<file path="src/rtl/pipe_issue_arbiter_pkg.sv">
// Shared definitions for the pipe-slot issue arbiter: FSM state encoding,
// slot-count ceiling and the round-robin one-hot picker used by the hazard unit too.
package pipe_issue_arbiter_pkg;

    typedef enum logic [1:0] {
        ST_IDLE  = 2'd0,
        ST_RUN   = 2'd1,
        ST_DRAIN = 2'd2
    } state_e;

    localparam int NSLOT_MAX   = 8;
    localparam int NSLOT_MAX_W = 3;

    // First set request at or after ptr, wrapping modulo n; returns one-hot or zero.
    function automatic logic [NSLOT_MAX-1:0] rr_pick(
        input logic [NSLOT_MAX-1:0] req,
        input int unsigned          ptr,
        input int unsigned          n
    );
        logic [NSLOT_MAX-1:0] grant;
        int unsigned          idx;
        grant = '0;
        for (int unsigned k = 0; k < NSLOT_MAX; k++) begin
            if (k < n) begin
                idx = ptr + k;
                if (idx >= n) idx = idx - n;
                if ((grant == '0) && req[idx[NSLOT_MAX_W-1:0]])
                    grant[idx[NSLOT_MAX_W-1:0]] = 1'b1;
            end
        end
        return grant;
    endfunction

endpackage

</file>
<file path="src/rtl/pipe_issue_arbiter_if.sv">
// Fetch/write-back handshake between the pipe FSM slots (master) and the
// issue arbiter (slave).
interface pipe_issue_arbiter_if #(
    parameter int NSLOT  = 3,
    parameter int SLOT_W = 2
);
    logic              imem_valid;
    logic              stall;
    logic [NSLOT-1:0]  fetch_req;
    logic [NSLOT-1:0]  wb_done;
    logic              flush;
    logic [SLOT_W-1:0] flush_id;
    logic [NSLOT-1:0]  ack;
    logic [NSLOT-1:0]  wb_ack;
    logic [SLOT_W-1:0] issue_id;

    modport master (
        output imem_valid, stall, fetch_req, wb_done, flush, flush_id,
        input  ack, wb_ack, issue_id
    );

    modport slave (
        input  imem_valid, stall, fetch_req, wb_done, flush, flush_id,
        output ack, wb_ack, issue_id
    );
endinterface

</file>
<file path="src/rtl/pipe_issue_arbiter_slot_order_fifo.sv">
// In-order retire queue of slot ids: push at tail, pop at head, and truncate
// everything younger than a given id when that id is present.
module pipe_issue_arbiter_slot_order_fifo
    import pipe_issue_arbiter_pkg::*;
#(
    parameter int NSLOT  = 3,
    parameter int SLOT_W = 2
) (
    input  logic              clk,
    input  logic              rst,
    input  logic              i_push,
    input  logic [SLOT_W-1:0] i_push_id,
    input  logic              i_pop,
    input  logic              i_trunc,
    input  logic [SLOT_W-1:0] i_trunc_id,
    output logic [SLOT_W-1:0] o_head_id,
    output logic [SLOT_W:0]   o_count,
    output logic [NSLOT-1:0]  o_queued
);

    localparam logic [SLOT_W:0] NS = (SLOT_W+1)'(NSLOT);

    logic [SLOT_W-1:0] r_mem [NSLOT];
    logic [SLOT_W-1:0] r_head, r_tail;
    logic [SLOT_W:0]   r_count;

    logic [SLOT_W-1:0] w_head_nxt, w_tail_nxt, w_hit_off;
    logic [SLOT_W:0]   w_count_nxt;
    logic              w_hit, w_do_push, w_do_pop;

    function automatic logic [SLOT_W-1:0] wrap(input logic [SLOT_W:0] v);
        return (v >= NS) ? SLOT_W'(v - NS) : SLOT_W'(v);
    endfunction

    // Walk the live entries oldest-first: occupancy map and truncation point.
    always_comb begin
        logic [SLOT_W-1:0] pos;
        pos       = '0;
        w_hit     = 1'b0;
        w_hit_off = '0;
        o_queued  = '0;
        for (int i = 0; i < NSLOT; i++) begin
            pos = wrap({1'b0, r_head} + (SLOT_W+1)'(i));
            if ((SLOT_W+1)'(i) < r_count) begin
                for (int j = 0; j < NSLOT; j++)
                    if (r_mem[pos] == SLOT_W'(j)) o_queued[j] = 1'b1;
                if (!w_hit && (r_mem[pos] == i_trunc_id)) begin
                    w_hit     = 1'b1;
                    w_hit_off = SLOT_W'(i);
                end
            end
        end
    end

    assign w_do_pop  = i_pop && (r_count != '0);
    assign w_do_push = i_push && (r_count != NS) && !(i_trunc && w_hit);

    // The kept entry fixes the new tail; a same-cycle pop only moves the head.
    always_comb begin
        w_head_nxt  = r_head;
        w_tail_nxt  = r_tail;
        w_count_nxt = r_count;
        if (w_do_pop) w_head_nxt = wrap({1'b0, r_head} + (SLOT_W+1)'(1));
        if (i_trunc && w_hit) begin
            w_tail_nxt  = wrap({1'b0, r_head} + {1'b0, w_hit_off} + (SLOT_W+1)'(1));
            w_count_nxt = {1'b0, w_hit_off} + (SLOT_W+1)'(1) - (SLOT_W+1)'(w_do_pop);
        end else begin
            if (w_do_push) w_tail_nxt = wrap({1'b0, r_tail} + (SLOT_W+1)'(1));
            w_count_nxt = r_count + (SLOT_W+1)'(w_do_push) - (SLOT_W+1)'(w_do_pop);
        end
    end

    always_ff @(posedge clk or posedge rst) begin
        if (rst) begin
            r_head  <= '0;
            r_tail  <= '0;
            r_count <= '0;
        end else begin
            r_head  <= w_head_nxt;
            r_tail  <= w_tail_nxt;
            r_count <= w_count_nxt;
        end
    end

    always_ff @(posedge clk) begin
        if (w_do_push) r_mem[r_tail] <= i_push_id;
    end

    assign o_head_id = r_mem[r_head];
    assign o_count   = r_count;

endmodule

</file>
<file path="src/rtl/pipe_issue_arbiter.sv">
// Issue arbiter for the pipe FSM slots: round-robin fetch grant, in-order retire
// permission, flush truncation and drain-to-idle. PIPE_ISSUE_STATS_EN adds counters.
module pipe_issue_arbiter
    import pipe_issue_arbiter_pkg::*;
#(
    parameter int NSLOT  = 3,
    parameter int SLOT_W = 2
) (
    input  logic                 clk,
    input  logic                 rst,
    input  logic                 i_start,
    input  logic                 i_halt,
    pipe_issue_arbiter_if.slave  bus,
    output logic [SLOT_W:0]      o_q_count,
    output logic                 o_busy
`ifdef PIPE_ISSUE_STATS_EN
    ,
    output logic [31:0]          o_stat_issued,
    output logic [31:0]          o_stat_retired,
    output logic [31:0]          o_stat_stall
`endif
);

    localparam logic [SLOT_W:0] NS = (SLOT_W+1)'(NSLOT);

    state_e            r_state, w_state_nxt;
    logic [SLOT_W-1:0] r_rr_ptr;
    logic              w_run, w_grant_ok, w_pop;
    logic [NSLOT-1:0]  w_req_eff, w_queued, w_ack, w_wb_ack;
    logic [SLOT_W-1:0] w_issue_id, w_head_id;
    logic [SLOT_W:0]   w_count;

    always_ff @(posedge clk or posedge rst) begin
        if (rst) r_state <= ST_IDLE;
        else     r_state <= w_state_nxt;
    end

    always_comb begin
        w_state_nxt = r_state;
        case (r_state)
            ST_IDLE:  if (i_start)          w_state_nxt = ST_RUN;
            ST_RUN:   if (i_halt)           w_state_nxt = ST_DRAIN;
            ST_DRAIN: if (w_count == '0)    w_state_nxt = ST_IDLE;
            default:                        w_state_nxt = ST_IDLE;
        endcase
    end

    always_comb begin
        w_run  = (r_state == ST_RUN);
        o_busy = (r_state != ST_IDLE);
    end

    // Slots already waiting in the retire queue cannot be granted again.
    assign w_req_eff  = bus.fetch_req & ~w_queued;
    assign w_grant_ok = w_run && bus.imem_valid && !bus.stall && !bus.flush && (w_count != NS);

    always_comb begin
        w_ack = '0;
        if (w_grant_ok)
            w_ack = NSLOT'(rr_pick(NSLOT_MAX'(w_req_eff), 32'(r_rr_ptr), 32'(NSLOT)));
    end

    always_comb begin
        w_issue_id = '0;
        for (int i = 0; i < NSLOT; i++)
            if (w_ack[i]) w_issue_id = SLOT_W'(i);
    end

    always_ff @(posedge clk or posedge rst) begin
        if (rst)
            r_rr_ptr <= '0;
        else if (|w_ack)
            r_rr_ptr <= (w_issue_id == SLOT_W'(NSLOT - 1)) ? '0 : w_issue_id + 1'b1;
    end

    always_comb begin
        w_wb_ack = '0;
        for (int i = 0; i < NSLOT; i++)
            w_wb_ack[i] = (w_count != '0) && (w_head_id == SLOT_W'(i));
    end

    assign w_pop = |(bus.wb_done & w_wb_ack);

    pipe_issue_arbiter_slot_order_fifo #(
        .NSLOT  (NSLOT),
        .SLOT_W (SLOT_W)
    ) u_fifo (
        .clk        (clk),
        .rst        (rst),
        .i_push     (|w_ack),
        .i_push_id  (w_issue_id),
        .i_pop      (w_pop),
        .i_trunc    (bus.flush),
        .i_trunc_id (bus.flush_id),
        .o_head_id  (w_head_id),
        .o_count    (w_count),
        .o_queued   (w_queued)
    );

    assign bus.ack      = w_ack;
    assign bus.wb_ack   = w_wb_ack;
    assign bus.issue_id = w_issue_id;
    assign o_q_count    = w_count;

`ifdef PIPE_ISSUE_STATS_EN
    logic [31:0] r_stat_issued, r_stat_retired, r_stat_stall;

    always_ff @(posedge clk or posedge rst) begin
        if (rst) begin
            r_stat_issued  <= '0;
            r_stat_retired <= '0;
            r_stat_stall   <= '0;
        end else begin
            if (|w_ack)                          r_stat_issued  <= r_stat_issued + 32'd1;
            if (w_pop)                           r_stat_retired <= r_stat_retired + 32'd1;
            if (w_run && |bus.fetch_req && ~|w_ack) r_stat_stall <= r_stat_stall + 32'd1;
        end
    end

    assign o_stat_issued  = r_stat_issued;
    assign o_stat_retired = r_stat_retired;
    assign o_stat_stall   = r_stat_stall;
`endif

endmodule

</file>
<file path="src/flat_wrapper.sv">
// flat-port wrapper written by rule: the top's interface ports become plain ports
module pipe_issue_arbiter_flat import pipe_issue_arbiter_pkg::*;
#(
    parameter int NSLOT  = 3,
    parameter int SLOT_W = 2
)
  (clk, rst, i_start, i_halt, o_q_count, o_busy, bus_imem_valid, bus_stall, bus_fetch_req, bus_wb_done, bus_flush, bus_flush_id, bus_ack, bus_wb_ack, bus_issue_id);
  pipe_issue_arbiter_if #(.NSLOT(NSLOT), .SLOT_W(SLOT_W)) bus_i ();
  input  logic clk;
  input  logic rst;
  input  logic i_start;
  input  logic i_halt;
  output logic [SLOT_W:0] o_q_count;
  output logic o_busy;
  input wire logic [$bits(bus_i.imem_valid)-1:0] bus_imem_valid;
  input wire logic [$bits(bus_i.stall)-1:0] bus_stall;
  input wire logic [$bits(bus_i.fetch_req)-1:0] bus_fetch_req;
  input wire logic [$bits(bus_i.wb_done)-1:0] bus_wb_done;
  input wire logic [$bits(bus_i.flush)-1:0] bus_flush;
  input wire logic [$bits(bus_i.flush_id)-1:0] bus_flush_id;
  output wire logic [$bits(bus_i.ack)-1:0] bus_ack;
  output wire logic [$bits(bus_i.wb_ack)-1:0] bus_wb_ack;
  output wire logic [$bits(bus_i.issue_id)-1:0] bus_issue_id;
  assign bus_i.imem_valid = bus_imem_valid;
  assign bus_i.stall = bus_stall;
  assign bus_i.fetch_req = bus_fetch_req;
  assign bus_i.wb_done = bus_wb_done;
  assign bus_i.flush = bus_flush;
  assign bus_i.flush_id = bus_flush_id;
  assign bus_ack = bus_i.ack;
  assign bus_wb_ack = bus_i.wb_ack;
  assign bus_issue_id = bus_i.issue_id;
  pipe_issue_arbiter #(.NSLOT(NSLOT), .SLOT_W(SLOT_W)) u_core (.clk(clk), .rst(rst), .i_start(i_start), .i_halt(i_halt), .bus(bus_i), .o_q_count(o_q_count), .o_busy(o_busy));
endmodule
</file>
<file path="config.mk">
export PLATFORM = sky130hd
export DESIGN_NAME = pipe_issue_arbiter_flat
export DESIGN_NICKNAME = d
export VERILOG_FILES = /design/src/rtl/pipe_issue_arbiter_pkg.sv /design/src/rtl/pipe_issue_arbiter_if.sv /design/src/rtl/pipe_issue_arbiter_slot_order_fifo.sv /design/src/rtl/pipe_issue_arbiter.sv /design/src/flat_wrapper.sv
export SDC_FILE = /design/constraint.sdc
export NUM_CORES = 1
export LEC_CHECK = 0
export BUFFER_PORTS_ARGS = -buffer_cell sky130_fd_sc_hd__buf_2
export CORE_MARGIN = 2
export CORE_UTILIZATION = 34
export DETAILED_ROUTE_END_ITERATION = 16
export PLACE_DENSITY = 0.58
export SLEW_MARGIN = 20
export SYNTH_ARGS = -nofsm -noshare
export SYNTH_HDL_FRONTEND = slang
export SYNTH_SLANG_ARGS = --single-unit
</file>
<file path="constraint.sdc">
create_clock -name clk -period 5.96 [get_ports clk]
set_input_delay 0.894 -clock clk [delete_from_list [all_inputs] [get_ports clk]]
set_output_delay 0.894 -clock clk [all_outputs]
set_load 0.02 [all_outputs]
</file>
==> flow_metrics.py, run 1 <==
metrics = {
    "cells_and_area": {
        "drive_gt1_frac": 0.226,
        "area_delta_synth_final_pct": 12.2,
        "layout.cells.non_filler": 311,
        "post-route-util": 0.395,
        "nets": 274,
        "diodes": 0,
        "fillers": 568,
        "layout_commonest_cell": "buf_2",
        "mostFrequentLayoutCells": "26 x buf_2, 20 x inv_1, 18 x nor2_1",
        "final_area_sq_mm": 0.00219,
    },
    "setup_path": {
        "cp.required_ns": 5.07,
        "critPathMaxFanout": 9,
        "arrival_ns": 3.77,
        "crit_type": "reg2out",
        "cp-start-kind": "flop",
        "cp-end-kind": "primary output",
    },
    "placement": {
        "dpl-instance-area_sq_mm": 0.00215,
        "gp_congestion": 0.822,
        "dp_hpwl_mm": 3.66,
        "portBuffers": 26,
        "dp.cells": 307,
    },
    "yosys": {
        "synth_xor_area_frac": 0.0314,
        "synthTopCellsByArea": "dfrtp_1 14%, ha_1 11%, edfxtp_1 9.2%",
        "yosysTopAreaCell": "dfrtp_1",
        "synth-edff-count": 6,
        "synth-seq-cells": 17,
        "ys.flop_type": "dfrtp_1",
        "netlist_area_sq_mm": 0.00195,
        "synthSimpleGateAreaFrac": 0.172,
        "async_flop_share": 0.647,
        "postSynthAreaPerCell_sq_um": 9.16,
        "synth_seq_area_share": 0.233,
        "yosysUniqueCellTypes": 61,
        "synth_top_family_by_area": "compound AO/OA/AOI/OAI gates",
        "synth_compound_area_frac": 0.267,
        "synth_warnings": 0,
        "synth_top_area_frac": 0.141,
        "synth_cells": 213,
        "synthAdderAreaFrac": 0.129,
        "synthMuxAreaShare": 0.110,
        "syn-num-nets": 247,
    },
    "detailed_routing": {
        "drt-initial-drc-count": 109,
        "via_per_inst": 5.41,
        "drc_errors": 0,
        "ant_nets": 0,
        "wirelength_mm": 4.61,
        "wl_per_cell_um": 14.8,
        "drt_first_pass_iters": 4,
        "vias": 1681,
    },
    "clock_tree": {
        "cts_htree_levels": 1,
        "cts_buffer_depth": 2,
        "cts_tree": "done",
        "post-cts-setup-buffers": 0,
        "cts.clk_slew.worst_paths_ns": 0.06,
        "worstSkewPairLatency_ns": 0.25,
        "numClockSinks": 17,
        "root_buffer": "clkbuf_8",
        "cts_resized": 0,
        "cts_buffers": 3,
        "cts-hold-fix-buffers": 0,
    },
    "sta": {
        "tightest_slew_ns": 0.927,
        "finalCriticalPeriod_ns": 4.67,
        "fin_crit_sh": 0.783,
        "max_slew_margin": 0.379,
        "fmax_mhz": 214,
        "setup_viol": 0,
        "hold_viol_final": 0,
        "rsz0062_at_grt": "no",
        "whs_ns": 0.495,
        "fin_setup_tns_ns": 0,
        "slew_violations": 0,
        "skew_ns": 0.00232,
    },
    "grt": {
        "grt_max_degree": 15,
        "grt_pass1_wl_mm": 7.34,
        "grt_usage": 0.147,
        "grt_overflow": 0,
        "grt_pass1_vias": 1512,
        "antenna_found_initial": 0,
    },
    "floorplan": {
        "fp.coreArea_sq_mm": 0.00554,
        "ioPinCount": 27,
        "die-area_sq_mm": 0.00636,
        "num_rows": 27,
        "die_w_um": 79.8,
        "initial_core_util": 0.352,
        "die_y_um": 79.8,
    },
    "run_status": {
        "status": "complete, no violations",
    },
    "power_and_ir_drop": {
        "peakVddDrop_v": 0.000296,
        "leakagePower_nw": 0.987,
        "p_per_area_mw_per_mm2": 584,
    },
    "job": {
        "drv_cap": 0,
    },
    "worst_hold_path": {
        "hold_class": "reg2reg",
    },
}
[critical path: stages (launching register included)]
cell and delay (ns):
dfrtp_1 0.45, inv_1 0.12, ha_1 0.48, mux2i_1 0.27, o21a_1 0.20, a22oi_1 0.11, o211a_1 0.27, a22o_1 0.34
a211oi_2 0.38, nand3b_1 0.11, a21boi_0 0.51, buf_2 0.27
[state kept, by name, summed over array words and instances (netlist names)]
signal and count:
u_core.r_rr_ptr 2, u_core.r_state 2, u_core.u_fifo.o_count 3, u_core.u_fifo.r_head 2
u_core.u_fifo.r_mem 6, u_core.u_fifo.r_tail 2
[logic make-up after synthesis]
| logic type | after synthesis |
|---|---|
| AOI/OAI and AO/OA | 60 |
| xor gates and xnor gates | 7 |
| adders and majority gates | 19 |
| buffers and inverters | 25 |
| DFF | 17 |
| muxes | 19 |
| and+or+nand+nor | 66 |
[cell usage after synthesis, types with 2 or more instances]
library cell	instances
a211oi_1	3
a211oi_2	2
a21boi_0	2
a21o_1	2
a21oi_1	6
a22o_1	2
a22oi_1	2
a31oi_1	3
and3_1	2
buf_4	2
clkbuf_1	2
dfrtp_1	11
edfxtp_1	6
fa_1	2
ha_1	17
inv_1	20
mux2_2	6
mux2i_1	11
nand2_1	16
nand2b_1	2
nand3_1	3
nand3b_1	2
nor2_1	18
nor2b_1	5
nor3_1	7
nor4_1	2
o211a_1	2
o211ai_1	2
o21a_1	2
o21ai_0	7
o21ai_2	3
o22ai_1	2
o31ai_1	2
o31ai_4	2
or2_2	3
or3_1	2
xnor2_1	3
xor2_1	4
[final cells by class]
| type | instances | area, sq um | share of cell area |
|---|---|---|---|
| Inverter | 20 | 75.1 | 0.0343 |
| Multi-Input combinational cell | 171 | 1390 | 0.633 |
| Tap cell | 72 | 90.1 | 0.0411 |
| Sequential cell | 17 | 455 | 0.208 |
| Timing Repair Buffer | 27 | 138 | 0.0628 |
| Clock buffer | 4 | 45.0 | 0.0206 |
[worst paths after layout]
| path | slack [ns] | endpoint | from | cells after the start |
|---|---|---|---|---|
| max | 1.29 | bus_ack[2] | u_core.u_fifo.r_head[0]$_DFFE_PP0P_ | 11 |
| min | 0.49 | u_core.r_state[0]$_DFFE_PP0P_ | u_core.r_state[1]$_DFFE_PP0P_ | 1 |
| max reg2reg | 1.40 | u_core.u_fifo.o_count[1]$_DFF_PP0_ | u_core.u_fifo.r_head[0]$_DFFE_PP0P_ | 15 |
| min reg2reg | 0.49 | u_core.r_state[0]$_DFFE_PP0P_ | u_core.r_state[1]$_DFFE_PP0P_ | 1 |
| max in group asynchronous | 5.01 | u_core.u_fifo.r_head[0]$_DFFE_PP0P_ | rst | 2 |
| min in group asynchronous | 0.64 | u_core.u_fifo.o_count[0]$_DFF_PP0_ | rst | 2 |
[metal layers]
layer / vias up / global-route usage / share of wire
li1: 844 / - / -
met1: 808 / 0.207 / 0.49
met2: 25 / 0.238 / 0.48
met3: 4 / 0.0226 / 0.029
met4: 0 / 0.0305 / 0.0078
met5: - / 0 / 0
[where the power goes]
group / leakage (nW) / internal (mW) / switching, mW
logic: 0.765 / 0.400 / 0.576
clock network: 0.0228 / 0.0474 / 0.0387
registers: 0.199 / 0.160 / 0.0579
total: 0.987 / 0.607 / 0.672
[stage by stage]
step           total power, mW  setup slack [ns]
3_3_place_gp              1.18              1.44
4_1_cts                   1.27              1.30
6_report                  1.28              1.29
3_5_place_dp              1.18              1.41
5_1_grt                   1.40              1.09
2_1_floorplan            0.994              1.73
(Power assumes the default switching activity.)
==> run 2, diff against run 1 <==
- PLACE_DENSITY: 0.58 -> 0.6
- clock period: 5.96 -> 4.25 ns (I/O delays scaled with it)
==> run 2 against run 1 <==
Against the previous run: combinational power up 61%; sequential cell count unchanged; final cell count up 6.1%; sequential power up 28%; routed wire length up 3.6%; worst hold slack worse by 0.12 ns; via count up 4.2%; first-iteration DRC count down 6.4%; non-clock buffer count up 19; largest power group unchanged.
==> flow_metrics.py, run 2 (synthesis results as in run 1) <==
metrics = {
    "floorplan": {
        "initial_core_util": 0.352,
        "fp.coreArea_sq_mm": 0.00554,
        "num_rows": 27,
        "die_y_um": 79.8,
        "die_w_um": 79.8,
        "ioPinCount": 27,
        "die-area_sq_mm": 0.00636,
    },
    "cells_and_area": {
        "multi_input_area_sq_mm": 0.00143,
        "post-route-util": 0.430,
        "area_delta_synth_final_pct": 22.0,
        "diodes": 0,
        "seqCellArea_sq_um": 457,
        "fillers": 560,
        "top_register": "u_core.u_fifo.r_mem",
        "layout.cells.non_filler": 330,
        "layout_commonest_cell": "buf_2",
        "nets": 293,
        "mostFrequentLayoutCells": "26 x buf_2, 20 x inv_1, 20 x buf_4",
        "largest_reg_flops": 6,
        "drive_gt1_frac": 0.326,
        "final_area_sq_mm": 0.00238,
    },
    "detailed_routing": {
        "ant_nets": 0,
        "drt_first_pass_iters": 4,
        "wl_per_cell_um": 14.5,
        "vias": 1751,
        "drc_errors": 0,
        "drt-initial-drc-count": 102,
        "wirelength_mm": 4.78,
        "via_per_inst": 5.31,
    },
    "power_and_ir_drop": {
        "clkPwrFrac": 0.061,
        "p_per_area_mw_per_mm2": 826,
        "combinationalPowerShare": 0.796,
        "leakagePower_nw": 1.08,
        "seq_power_share": 0.142,
        "switching_share": 0.498,
        "peakVddDrop_v": 0.000460,
        "p_switching_uw": 979,
        "p_int_uw": 988,
        "power.total_mw": 1.97,
    },
    "grt": {
        "antenna_found_initial": 0,
        "grt_overflow": 0,
        "grt_usage": 0.153,
        "grt_pass1_vias": 1603,
        "grt_max_degree": 12,
        "grt_pass1_wl_mm": 7.71,
    },
    "placement": {
        "dpl-instance-area_sq_mm": 0.00224,
        "dp.cells": 319,
        "dp_hpwl_mm": 3.74,
        "gp_congestion": 0.855,
        "portBuffers": 26,
        "dpl_worst_slack_ns": 0.0119,
    },
    "clock_tree": {
        "cts_buffers": 3,
        "cts_tree": "done",
        "numClockSinks": 17,
        "cts_htree_levels": 1,
        "cts.clk_slew.worst_paths_ns": 0.07,
        "worstSkewPairLatency_ns": 0.25,
        "root_buffer": "clkbuf_8",
        "cts_buffer_depth": 2,
    },
    "setup_path": {
        "ff2ff_path_depth": 17,
        "critPathMaxFanout": 5,
        "crit_type": "reg2out",
        "reg2reg_from": "u_core.u_fifo.r_head[1]$_DFFE_PP0P_",
        "rrSetupSlack_ns": 0.17,
        "arrival_ns": 3.45,
        "r2r-end": "u_core.u_fifo.o_count[1]$_DFF_PP0_",
        "cp.required_ns": 3.61,
        "cp-end-kind": "primary output",
        "cp-start-kind": "flop",
    },
    "sta": {
        "fin_setup_tns_ns": 0,
        "setup_viol": 0,
        "slew_violations": 0,
        "fmax_mhz": 245,
        "whs_ns": 0.373,
        "setup_ws_ns": 0.163,
        "skew_ns": 0.00560,
        "max_slew_margin": 0.664,
        "tightest_slew_ns": 0.499,
        "rsz0062_at_grt": "no",
        "finalCriticalPeriod_ns": 4.09,
        "fin_crit_sh": 0.962,
        "hold_viol_final": 0,
    },
    "job": {
        "drv_cap": 0,
    },
    "worst_hold_path": {
        "hold_class": "in2async",
    },
    "run_status": {
        "status": "complete, no violations",
    },
}
## run 2: cell count changes in the layout (fill, tap and decap cells not counted), sizes merged
cell and delta:
clkinv +1, clkbuf -1, buf +19
## run 2: layout make-up
cell class                 count  area share
inverter                      20      0.0315
tap                           72      0.0378
clock inverter                 1     0.00210
sequential                    17       0.192
clock buffer                   3      0.0173
multi-input combinational    171       0.602
timing repair buffer          46       0.118
## run 2: repair_timing
item,4_1_cts,5_1_grt
setup endpoints to repair,0,5
hold buffers,0,0
buffers inserted,0,7
gates resized for setup,0,11
## run 2: critical path: stages (launching register included)
cell,delay (ns)
dfrtp_2,0.44
inv_1,0.09
ha_2,0.21
mux2_4,0.32
mux2i_4,0.22
o22ai_2,0.14
a21o_1,0.24
or3_1,0.38
a211oi_2,0.29
buf_4,0.16
nand3_1,0.09
o22ai_2,0.16
and3_2,0.25
buf_2,0.17
## run 2: how the worst max path moves through the flow
stage,from,to,depth (start not counted)
global route,u_core.u_fifo.r_head[1]$_DFFE_PP0P_,u_core.u_fifo.o_count[2]$_DFF_PP0_,16
CTS,u_core.u_fifo.r_head[0]$_DFFE_PP0P_,u_core.u_fifo.o_count[1]$_DFF_PP0_,15
global placement,u_core.u_fifo.r_head[0]$_DFFE_PP0P_,u_core.u_fifo.o_count[1]$_DFF_PP0_,15
detailed placement,u_core.u_fifo.r_head[0]$_DFFE_PP0P_,u_core.u_fifo.o_count[1]$_DFF_PP0_,15
finish,u_core.u_fifo.r_head[1]$_DFFE_PP0P_,bus_issue_id[0],13
floorplan,u_core.u_fifo.r_head[1]$_DFFE_PP0P_,u_core.u_fifo.o_count[1]$_DFF_PP0_,16
## run 2: routing by layer
| metal | wire length (um) | up-vias | track usage |
|---|---|---|---|
| met2 | 2250 | 43 | 0.247 |
| met3 | 209 | 4 | 0.0215 |
| met1 | 2270 | 822 | 0.214 |
| li1 | - | 882 | - |
| met5 | 0 | - | 0 |
| met4 | 47 | 0 | 0.0390 |
## run 2: power groups by stage
| stage | clock (mW) | combinational, mW | sequential [mW] |
|---|---|---|---|
| floorplan | 0 | 1.09 | 0.303 |
| global placement | 0 | 1.43 | 0.279 |
| detailed placement | 0 | 1.44 | 0.281 |
| CTS | 0.127 | 1.45 | 0.278 |
| global route | 0.138 | 1.73 | 0.291 |
| finish | 0.121 | 1.57 | 0.280 |
